## src/rtl/fifo_rd_ctrl.sv

```systemverilog
// fifo_rd_ctrl: read-side controller for a dual-clock FIFO storage array.
//
// Runs entirely in the read clock domain. Keeps the binary/Gray read pointer,
// compares it with the write pointer that has already been synchronised into
// this domain, and produces registered empty/level/almost-empty status. It
// drives the array's combinational read port and presents data through a
// registered first-word-fall-through output stage with a valid/ready handshake.
//
// Ports:
//   rd_clk           read-domain clock, rising edge
//   rd_rst           synchronous active-high reset
//   rd_wptr_sync     Gray write pointer, already synchronised to rd_clk
//   rd_data_mem      array read data, combinational from rd_addr
//   rd_ena           array read enable, high only in a fetch cycle
//   rd_addr          array read address (low bits of the binary read pointer)
//   rd_gptr          registered Gray read pointer for the write-domain synchroniser
//   rd_empty         registered: no unfetched words in the array
//   rd_almost_empty  registered: rd_level <= ALMOST_EMPTY
//   rd_level         registered count of unfetched words (output register excluded)
//   dout             output data
//   dout_valid       dout holds a word
//   dout_ready       consumer accepts dout when dout_valid & dout_ready

module fifo_rd_ctrl #(
    parameter int unsigned DATA_WIDTH   = 8,
    parameter int unsigned ADDR_SIZE    = 4,
    parameter int unsigned ALMOST_EMPTY = 2
) (
    input  logic                  rd_clk,
    input  logic                  rd_rst,
    input  logic [ADDR_SIZE:0]    rd_wptr_sync,
    input  logic [DATA_WIDTH-1:0] rd_data_mem,
    output logic                  rd_ena,
    output logic [ADDR_SIZE-1:0]  rd_addr,
    output logic [ADDR_SIZE:0]    rd_gptr,
    output logic                  rd_empty,
    output logic                  rd_almost_empty,
    output logic [ADDR_SIZE:0]    rd_level,
    output logic [DATA_WIDTH-1:0] dout,
    output logic                  dout_valid,
    input  logic                  dout_ready
);

    localparam int unsigned PtrW = ADDR_SIZE + 1;
    localparam logic [PtrW-1:0] AeLevel = PtrW'(ALMOST_EMPTY);

    logic [PtrW-1:0]       rbin_q, rbin_d;
    logic [PtrW-1:0]       rgray_q, rgray_d;
    logic                  empty_q, empty_d;
    logic                  aempty_q, aempty_d;
    logic [PtrW-1:0]       level_q, level_d;
    logic [DATA_WIDTH-1:0] dout_q, dout_d;
    logic                  valid_q, valid_d;
    logic [PtrW-1:0]       wbin_s;
    logic                  fetch;

    // Gray to binary: each binary bit is the XOR of all Gray bits at or above it.
    always_comb begin
        wbin_s = '0;
        for (int i = 0; i < int'(PtrW); i++) begin
            wbin_s[i] = ^(rd_wptr_sync >> i);
        end
    end

    // Gating with rd_rst keeps the array port quiet for the whole reset cycle.
    assign fetch = !rd_rst && !empty_q && (!valid_q || dout_ready);

    always_comb begin
        rbin_d   = rbin_q + PtrW'(fetch);
        rgray_d  = rbin_d ^ (rbin_d >> 1);
        // Status is computed from the next pointer so it reflects this cycle's fetch.
        level_d  = wbin_s - rbin_d;
        empty_d  = (rbin_d == wbin_s);
        aempty_d = (level_d <= AeLevel);

        dout_d  = dout_q;
        valid_d = valid_q;
        if (fetch) begin
            dout_d  = rd_data_mem;
            valid_d = 1'b1;
        end else if (valid_q && dout_ready) begin
            valid_d = 1'b0;
        end
    end

    always_ff @(posedge rd_clk) begin
        if (rd_rst) begin
            rbin_q   <= '0;
            rgray_q  <= '0;
            empty_q  <= 1'b1;
            aempty_q <= 1'b1;
            level_q  <= '0;
            dout_q   <= '0;
            valid_q  <= 1'b0;
        end else begin
            rbin_q   <= rbin_d;
            rgray_q  <= rgray_d;
            empty_q  <= empty_d;
            aempty_q <= aempty_d;
            level_q  <= level_d;
            dout_q   <= dout_d;
            valid_q  <= valid_d;
        end
    end

    assign rd_ena          = fetch;
    assign rd_addr         = rbin_q[ADDR_SIZE-1:0];
    assign rd_gptr         = rgray_q;
    assign rd_empty        = empty_q;
    assign rd_almost_empty = aempty_q;
    assign rd_level        = level_q;
    assign dout            = dout_q;
    assign dout_valid      = valid_q;

endmodule

```

## config.mk

```make
export PLATFORM = sky130hd
export DESIGN_NAME = fifo_rd_ctrl
export DESIGN_NICKNAME = d
export VERILOG_FILES = /design/src/rtl/fifo_rd_ctrl.sv
export SDC_FILE = /design/constraint.sdc
export NUM_CORES = 1
export LEC_CHECK = 0
export BUFFER_PORTS_ARGS = -buffer_cell sky130_fd_sc_hd__buf_2
export CAP_MARGIN = 20
export CORE_MARGIN = 1.5
export CORE_UTILIZATION = 49
export DETAILED_ROUTE_END_ITERATION = 7
export PLACE_DENSITY = 0.78
export SYNTH_ARGS = -nofsm -noshare
export SYNTH_HDL_FRONTEND = slang
export SYNTH_SLANG_ARGS = --single-unit
```

## constraint.sdc

```tcl
create_clock -name rd_clk -period 3.6 [get_ports rd_clk]
set_clock_uncertainty 0.2 [all_clocks]
set_input_delay 0.18 -clock rd_clk [delete_from_list [all_inputs] [get_ports rd_clk]]
set_output_delay 0.18 -clock rd_clk [all_outputs]
set_load 0.05 [all_outputs]
```

======== After elaboration in Yosys (flattened, before gate mapping) ========
Cells that the tools add are included.
Widths: inputs -> output; s select.
word-level totals
  register bits ........................... 26
  output and inout bits ................... 26
  word-level logic and storage cells ...... 27
operators by class
  add/subtract/negate cells ............... 2
  magnitude comparators ................... 1
  eq/ne operators ......................... 1
  muxes and demuxes ....................... 2
  bitwise logic cells ..................... 1
  reduce and logical (&&, ||, !) cells .... 13
operators with widths
  operator            number
  $reduce_xor 5->1    5
  $add 5x1->5         1
  $eq 5x5->1          1
  $le 5x2->1 const B  1
  $sub 5x5->5         1
  $xor 5x4->5         1
  $logic_and 1x1->1   3
  $logic_not 1->1     3
  $mux 1              2
  $reduce_bool 2->1   1
  $logic_or 1x1->1    1

======== Logic depth before layout (Yosys ltp) ========
Gate-level depths: netlist of run 1.
  depth after elaboration ................. 6
  depth in mapped cells ................... 12
  depth with buffers taken out ............ 11

======== Least setup slack after synthesis of run 1 ========
OpenSTA, ideal clock, no wires.
  kind .................................... register to register
  start ................................... reg valid_q (netlist: dout_valid)
  end ..................................... reg aempty_q (netlist: rd_almost_empty)
  setup time .............................. 122 ps
  arrival ................................. 3590 ps
  path slack .............................. -312 ps
  cell stages (with the launch flop) ...... 12
  path buffers ............................ 1
  period minus slack after synthesis ...... 3912 ps
  path through ............................ dfxtp_1 -> nor2b_1 -> nor3_1 -> clkbuf_1 -> ha_1 -> nand3_2 -> xor2_1 -> ha_1 -> a21oi_1 -> nand3_1 -> nor4bb_1 -> o32a_1
between the ends
  word-level cells in the longest chain between the ends .. 6
RTL lines
  item                    line  source
  start, declared         53    logic valid_q, valid_d;
  start signal, assigned  102   valid_q <= valid_d;
  $logic_not 1->1         66    assign fetch = !rd_rst && !empty_q && (!valid_q || dout_ready);
  $logic_or 1x1->1        66
  $logic_and 1x1->1       66
  named net rd_ena        33    output logic rd_ena,
  $add 5x1->5             69    rbin_d = rbin_q + PtrW'(fetch);
  $sub 5x5->5             72    level_d = wbin_s - rbin_d;
  $le 5x2->1              74    aempty_d = (level_d <= AeLevel);
  end signal, assigned    99    aempty_q <= aempty_d;
  end, declared           50    logic aempty_q, aempty_d;
The timed path passes the listed nets, and every way through them passes these cells.
A chain may end at the register's enable or synchronous reset.

======== Worst setup path in the final report of run 1 ========
  start ................................... in dout_ready
  end ..................................... reg aempty_q (netlist: rd_almost_empty)
between the ends
  word-level cells in the longest chain between the ends .. 5
RTL lines
  item               line  source
  start, declared    41    input logic dout_ready
  $logic_or 1x1->1   66
  $logic_and 1x1->1  66
  $add 5x1->5        69
  $sub 5x5->5        72
  $le 5x2->1         74
No other way between the ends.

==> results.py, run 1 <==
metrics = {
    "grt": {
        "grt_pass1_vias": 908,
        "grt_pass1_wl_um": 3670,
        "grt_usage": 0.174,
        "antenna_found_initial": 0,
        "grt_max_degree": 29,
        "overflow": 0,
    },
    "place": {
        "io_buffers": 41,
        "dp_hpwl_um": 1810,
        "dp.cells": 196,
        "place.gp.congestion": 0.939,
        "place_ws_ns": 0.619,
    },
    "routing": {
        "wl_met1_um": 1080,
        "vias": 1015,
        "firstDrtPassIters": 4,
        "dr.max_layer_used": "met4",
        "avgRoutedWirePerCell_um": 11.4,
        "drt.antenna.violating_nets": 0,
        "drt_iter0_markers": 6,
        "finalWirelength_um": 2370,
        "wl_met3_um": 128,
        "avgViaCountPerCell": 4.86,
        "wl_met2_um": 1150,
        "drc": 0,
    },
    "floorplan": {
        "die_y_um": 53.9,
        "num_rows": 18,
        "fp.coreArea_mm2": 0.00245,
        "pin_count": 42,
        "initial_utilization": 0.517,
        "die_w_um": 53.9,
        "dieArea_mm2": 0.00291,
    },
    "power": {
        "vdd_drop_max_uv": 360,
        "powerDensity_mw_per_mm2": 456,
        "p_leak_nw": 0.744,
    },
    "setup_path": {
        "r2r_slack_ns": 0.69,
        "worstPathMaxFanout": 4,
        "worstSetupEndpointType": "flip-flop",
        "rr_worst_depth": 10,
        "crit_chain": "dlygate4sd3_1 -> buf_2 -> nor2b_1 -> nor3_1 -> ha_1 -> nand3_2 -> xor2_1 -> ha_1 -> a21oi_1 -> nand3_1 -> nor4bb_1 -> o32a_1",
        "rr_endpoint": "rd_almost_empty$_SDFF_PP1_",
        "max_stage_delay_ns": 0.53,
        "timing_worst_setup_path_type": "in -> reg",
        "cpMostUsedCell": "ha_1",
        "r2r_start": "dout_valid$_SDFFE_PP0P_",
        "critPathArrivalTime_ns": 3.02,
        "required_ns": 3.60,
        "cp_slowest_cell": "dlygate4sd3_1",
        "crit_path_start_kind": "input pin",
    },
    "worst_hold_path": {
        "hold_depth": 2,
        "hold_start": "rd_rst",
        "hold_path_class": "in -> reg",
        "min_to": "rd_level[3]$_SDFF_PP0_",
    },
    "synthesis": {
        "synth-async-reset-ratio": 0,
        "syn_inst": 128,
        "synth-seq-cells": 25,
        "ys_seq_area_frac": 0.394,
        "netlist_area_mm2": 0.00127,
        "synth_xor_area_frac": 0.188,
        "synth-simple-area-share": 0.202,
        "synthDistinctLibCells": 33,
        "synth_compound_area_frac": 0.0956,
        "synthAdderAreaFrac": 0.0591,
        "ys.flop_type": "dfxtp_1",
        "synth_top_family_by_area": "simple AND/OR/NAND/NOR gates",
        "synth_edf_count": 0,
        "avgSynthCellArea_um2": 9.92,
        "ys_warn_count": 0,
        "syn-num-nets": 150,
        "synth.area.mux_share": 0.0167,
    },
    "cts": {
        "clk_path_buf_depth": 2,
        "cts.clk_slew.worst_paths_ns": 0.12,
        "htreeDepth": 1,
        "cts_tree": "yes",
        "clock-root-buffer": "clkbuf_4",
        "clock_latency_ns": 0.30,
        "cts_sinks": 25,
        "post_cts_buffers": 0,
        "cts-buffers-inserted": 3,
    },
    "sta": {
        "fmax_ghz": 0.332,
        "slew_headroom": 0.714,
        "rsz0062_at_grt": "false",
        "setup_viol": 0,
        "drv_slew": 0,
        "hold_violations": 0,
        "period_needed_ns": 3.02,
        "setup_slack_ns": 0.584,
        "setup_tns_ns": 0,
        "tightest_slew_ns": 0.429,
        "period_share": 0.838,
    },
    "layout": {
        "nFillCells": 210,
        "mostFrequentLayoutCells": "buf_2 (41), dfxtp_1 (25), nor2_1 (14)",
        "fin_nets": 202,
        "post-route-util": 0.650,
        "antennaDiodeCount": 0,
        "area_delta_synth_final_pct": 25.6,
        "drive_gt1_frac": 0.313,
        "mostFrequentLayoutCell": "buf_2",
        "stdcell_count": 209,
    },
    "status": {
        "status": "complete, no violations",
    },
    "job": {
        "cap_violations": 0,
    },
}
[cell usage after synthesis (2+ instances only)]
master	number	area share
nand3_1	2	0.0079
nor2_1	14	0.041
ha_1	6	0.059
xnor2_1	9	0.062
dfxtp_1	25	0.39
nand3_2	2	0.016
xnor2_2	2	0.026
clkbuf_1	2	0.0059
o21ai_0	8	0.032
nand2_1	9	0.027
clkbuf_8	3	0.033
nor2b_1	6	0.030
nand2b_1	8	0.039
a21oi_1	4	0.016
xnor3_2	2	0.037
nor3_1	3	0.012
inv_1	2	0.0059
xor2_1	6	0.041
[per-stage QoR]
| stage | power [mW] | area, µm² | hold slack [ns] |
|---|---|---|---|
| global route | 0.769 | 1600 | 0.114 |
| detailed placement | 0.610 | 1480 | 0.183 |
| global placement | 0.605 | 1480 | 0.177 |
| finish | 0.727 | 1600 | 0.0863 |
| CTS | 0.734 | 1600 | 0.0759 |
| floorplan | 0.553 | 1270 | 0.0886 |
[flip-flops by register name, summed over array words and instances, names as in the netlist]
register,flops
dout,8
rbin_q,5
rd_level,5
rd_gptr,4
dout_valid,1
rd_almost_empty,1
rd_empty,1
[worst max path at each step]
stage                       startpoint                         end  cells past startpoint
2_1_floorplan  dout_valid$_SDFFE_PP0P_  rd_almost_empty$_SDFF_PP1_                     11
4_1_cts                     dout_ready  rd_almost_empty$_SDFF_PP1_                     12
5_1_grt                     dout_ready  rd_almost_empty$_SDFF_PP1_                     12
6_report                    dout_ready  rd_almost_empty$_SDFF_PP1_                     12
3_5_place_dp                    rd_rst  rd_almost_empty$_SDFF_PP1_                     10
3_3_place_gp                    rd_rst  rd_almost_empty$_SDFF_PP1_                     10
[repair_timing]
action | 4_1_cts | 5_1_grt
hold buffers | 9 | 0
gates resized for setup | 0 | 0
hold endpoints to repair | 9 | 0
[area by class of cell]
cell class | instances | area [µm²] | share of cell area
Inverter | 2 | 7.51 | 0.00471
Multi-Input combinational cell | 96 | 713 | 0.447
Tap cell | 30 | 37.5 | 0.0235
Timing Repair Buffer | 52 | 310 | 0.195
Sequential cell | 25 | 500 | 0.314
Clock buffer | 4 | 26.3 | 0.0165
[cell families (layout without fill, tap and decap cells)]
family,count (synthesis),count (layout)
flip-flops,25,25
multiplexers,2,2
adder cells (fa/ha/maj),6,6
AND/OR/NAND/NOR,49,49
XOR/XNOR,20,20
buffers and inverters,7,58
AO/OA/AOI/OAI,19,19
[report_power, final]
part           total [mW]  switching, mW  internal, mW
sequential          0.314        0.00947         0.304
combinational       0.297          0.194         0.103
clock               0.116         0.0730        0.0431
[worst max-delay path, delay by kind of cell]
kind	cells	cell delay (ns)
buffers and inverters	2	0.65
adder cells (fa/ha/maj)	2	0.57
AO/OA/AOI/OAI	2	0.66
XOR/XNOR	1	0.35
AND/OR/NAND/NOR	5	0.60
[layer usage]
| metal | track usage | up-vias |
|---|---|---|
| li1 | - | 529 |
| met1 | 0.199 | 456 |
| met2 | 0.323 | 28 |
| met3 | 0.0333 | 2 |
| met4 | 0.0513 | 0 |
| met5 | 0 | - |
No activity file was read; power rests on OpenSTA's default activity.
==> run 2, diff against run 1 <==
- CORE_UTILIZATION: 49 -> 44
- PLACE_DENSITY: 0.78 -> 0.74
- clock period: 3.6 -> 2.7 ns (I/O delays scaled with it)
==> results.py, run 2 (same netlist as run 1, synthesis figures left out) <==
metrics = {
    "cts": {
        "cts_sinks": 25,
        "cts.clk_slew.worst_paths_ns": 0.13,
        "cts_tree": "yes",
        "htreeDepth": 1,
        "cts-buffers-inserted": 3,
        "clock_latency_ns": 0.32,
        "clock-root-buffer": "clkbuf_4",
        "clk_path_buf_depth": 2,
    },
    "floorplan": {
        "num_rows": 19,
        "pin_count": 42,
        "initial_utilization": 0.461,
        "die_y_um": 56.7,
        "dieArea_mm2": 0.00322,
        "fp.coreArea_mm2": 0.00276,
        "die_w_um": 56.7,
    },
    "power": {
        "power.share.clock": 0.161,
        "p_leak_nw": 0.787,
        "p_switching_uw": 406,
        "powerDensity_mw_per_mm2": 597,
        "swShare": 0.391,
        "pwr-share-seq": 0.405,
        "comb_power_share": 0.435,
        "vdd_drop_max_uv": 388,
        "intPower_uw": 633,
    },
    "layout": {
        "largest_reg_flops": 8,
        "fin_nets": 208,
        "nFillCells": 246,
        "area_delta_synth_final_pct": 37.1,
        "mostFrequentLayoutCell": "buf_2",
        "antennaDiodeCount": 0,
        "mostFrequentLayoutCells": "buf_2 (41), dfxtp_1 (23), nor2_1 (14), nand2_1 (9), dlygate4sd3_1 (9)",
        "multiInputGateArea_um2": 807,
        "drive_gt1_frac": 0.411,
        "regArea_um2": 505,
        "final_cell_area_mm2": 0.00174,
    },
    "routing": {
        "finalWirelength_um": 2700,
        "drt.antenna.violating_nets": 0,
        "firstDrtPassIters": 4,
        "drt_iter0_markers": 25,
        "vias": 1059,
        "avgViaCountPerCell": 4.90,
        "avgRoutedWirePerCell_um": 12.5,
        "drc": 0,
    },
    "place": {
        "place_ws_ns": 0.0618,
        "dp_hpwl_um": 2120,
        "postPlaceCellArea_mm2": 0.00159,
        "io_buffers": 41,
        "place.gp.congestion": 0.814,
    },
    "sta": {
        "tightest_slew_ns": 0.392,
        "slew_headroom": 0.737,
        "drv_slew": 0,
        "setup_slack_ns": 0.127,
        "hold_violations": 0,
        "period_needed_ns": 2.57,
        "setup_tns_ns": 0,
        "fmax_ghz": 0.389,
        "setup_viol": 0,
        "period_share": 0.953,
    },
    "grt": {
        "grt_max_degree": 28,
        "grt_pass1_vias": 987,
        "grt_pass1_wl_um": 4370,
        "antenna_found_initial": 0,
        "overflow": 0,
        "grt_usage": 0.173,
    },
    "job": {
        "cap_violations": 0,
    },
    "setup_path": {
        "critPathArrivalTime_ns": 2.65,
        "critical_path_cell_count": 12,
        "rr_worst_depth": 10,
        "crit_family": "simple AND/OR/NAND/NOR gates",
        "max_stage_delay_ns": 0.52,
        "required_ns": 2.78,
        "timing_worst_setup_path_type": "in -> reg",
        "worstSetupEndpointType": "flip-flop",
        "crit_path_start_kind": "input pin",
        "path_buf_inv": 2,
        "cp_slowest_cell": "dlygate4sd3_1",
        "crit_chain": "dlygate4sd3_1 -> buf_2 -> nor2b_4 -> nor3_4 -> ha_4 -> nand3_2 -> xor2_2 -> ha_1 -> a21oi_4 -> a21oi_1 -> nor4bb_1 -> o32a_1",
        "worstPathMaxFanout": 4,
    },
    "worst_hold_path": {
        "hold_path_class": "in -> reg",
        "hold_depth": 4,
    },
    "status": {
        "status": "complete, no violations",
    },
}
==> run 2: changes by cell type in the layout (fill, tap and decap cells not counted), sizes merged <==
cell | before | now
clkbuf | 4 | 3
clkinv | 0 | 1
buf | 43 | 49
==> run 2: per-stage QoR <==
step                       util  power, mW  std cells  hold slack [ns]
after floorplan               -      0.756        128           0.0436
after global placement    0.575      0.837        201            0.128
after detailed placement  0.575      0.847        201            0.142
after CTS                 0.618       1.02        214           0.0984
after global routing      0.632       1.09        216            0.106
final                     0.632       1.04        216            0.103
==> run 2: cell type report <==
| cell class | instances | share of cell area |
|---|---|---|
| Clock buffer | 3 | 0.0129 |
| Clock inverter | 1 | 0.00287 |
| Inverter | 2 | 0.00431 |
| Multi-Input combinational cell | 96 | 0.463 |
| Sequential cell | 25 | 0.290 |
| Tap cell | 31 | 0.0223 |
| Timing Repair Buffer | 58 | 0.204 |
==> run 2: path summary, 6_finish.rpt <==
path                            slack, ns                         end                     from
worst max-delay path                 0.13  rd_almost_empty$_SDFF_PP1_               dout_ready
worst min-delay path                 0.10      rd_level[0]$_SDFF_PP0_          rd_wptr_sync[0]
worst max register to register       0.14  rd_almost_empty$_SDFF_PP1_  dout_valid$_SDFFE_PP0P_
worst min register to register       0.28        dout[2]$_SDFFE_PP0P_     dout[2]$_SDFFE_PP0P_
==> run 2: timing repair <==
action / in CTS / in global routing
resized for setup: 0 / 4
setup buffers: 0 / 2
hold endpoints to repair: 9 / 0
hold buffers: 9 / 0
setup endpoints to repair: 0 / 1
==> run 2: worst register-to-register path: stages, from the launching register on <==
cell and delay, ns:
dfxtp_4 0.36, nor2b_4 0.13, nor3_4 0.17, ha_4 0.18, nand3_2 0.12, xor2_2 0.18, ha_1 0.35, a21oi_4 0.20
a21oi_1 0.10, nor4bb_1 0.34, o32a_1 0.20
==> run 2: layer usage <==
metal / global-route usage / wire length, µm
met4: 0.0816 / 57
met1: 0.222 / 1170
met3: 0.0184 / 85
met5: 0 / 0
met2: 0.287 / 1390
==> run 2: power by group through the flow <==
stage | sequential (mW) | combinational [mW] | clock [mW]
global placement | 0.428 | 0.409 | 0
floorplan | 0.561 | 0.195 | 0
finish | 0.421 | 0.452 | 0.167
CTS | 0.421 | 0.429 | 0.170
detailed placement | 0.429 | 0.417 | 0
global route | 0.424 | 0.483 | 0.182
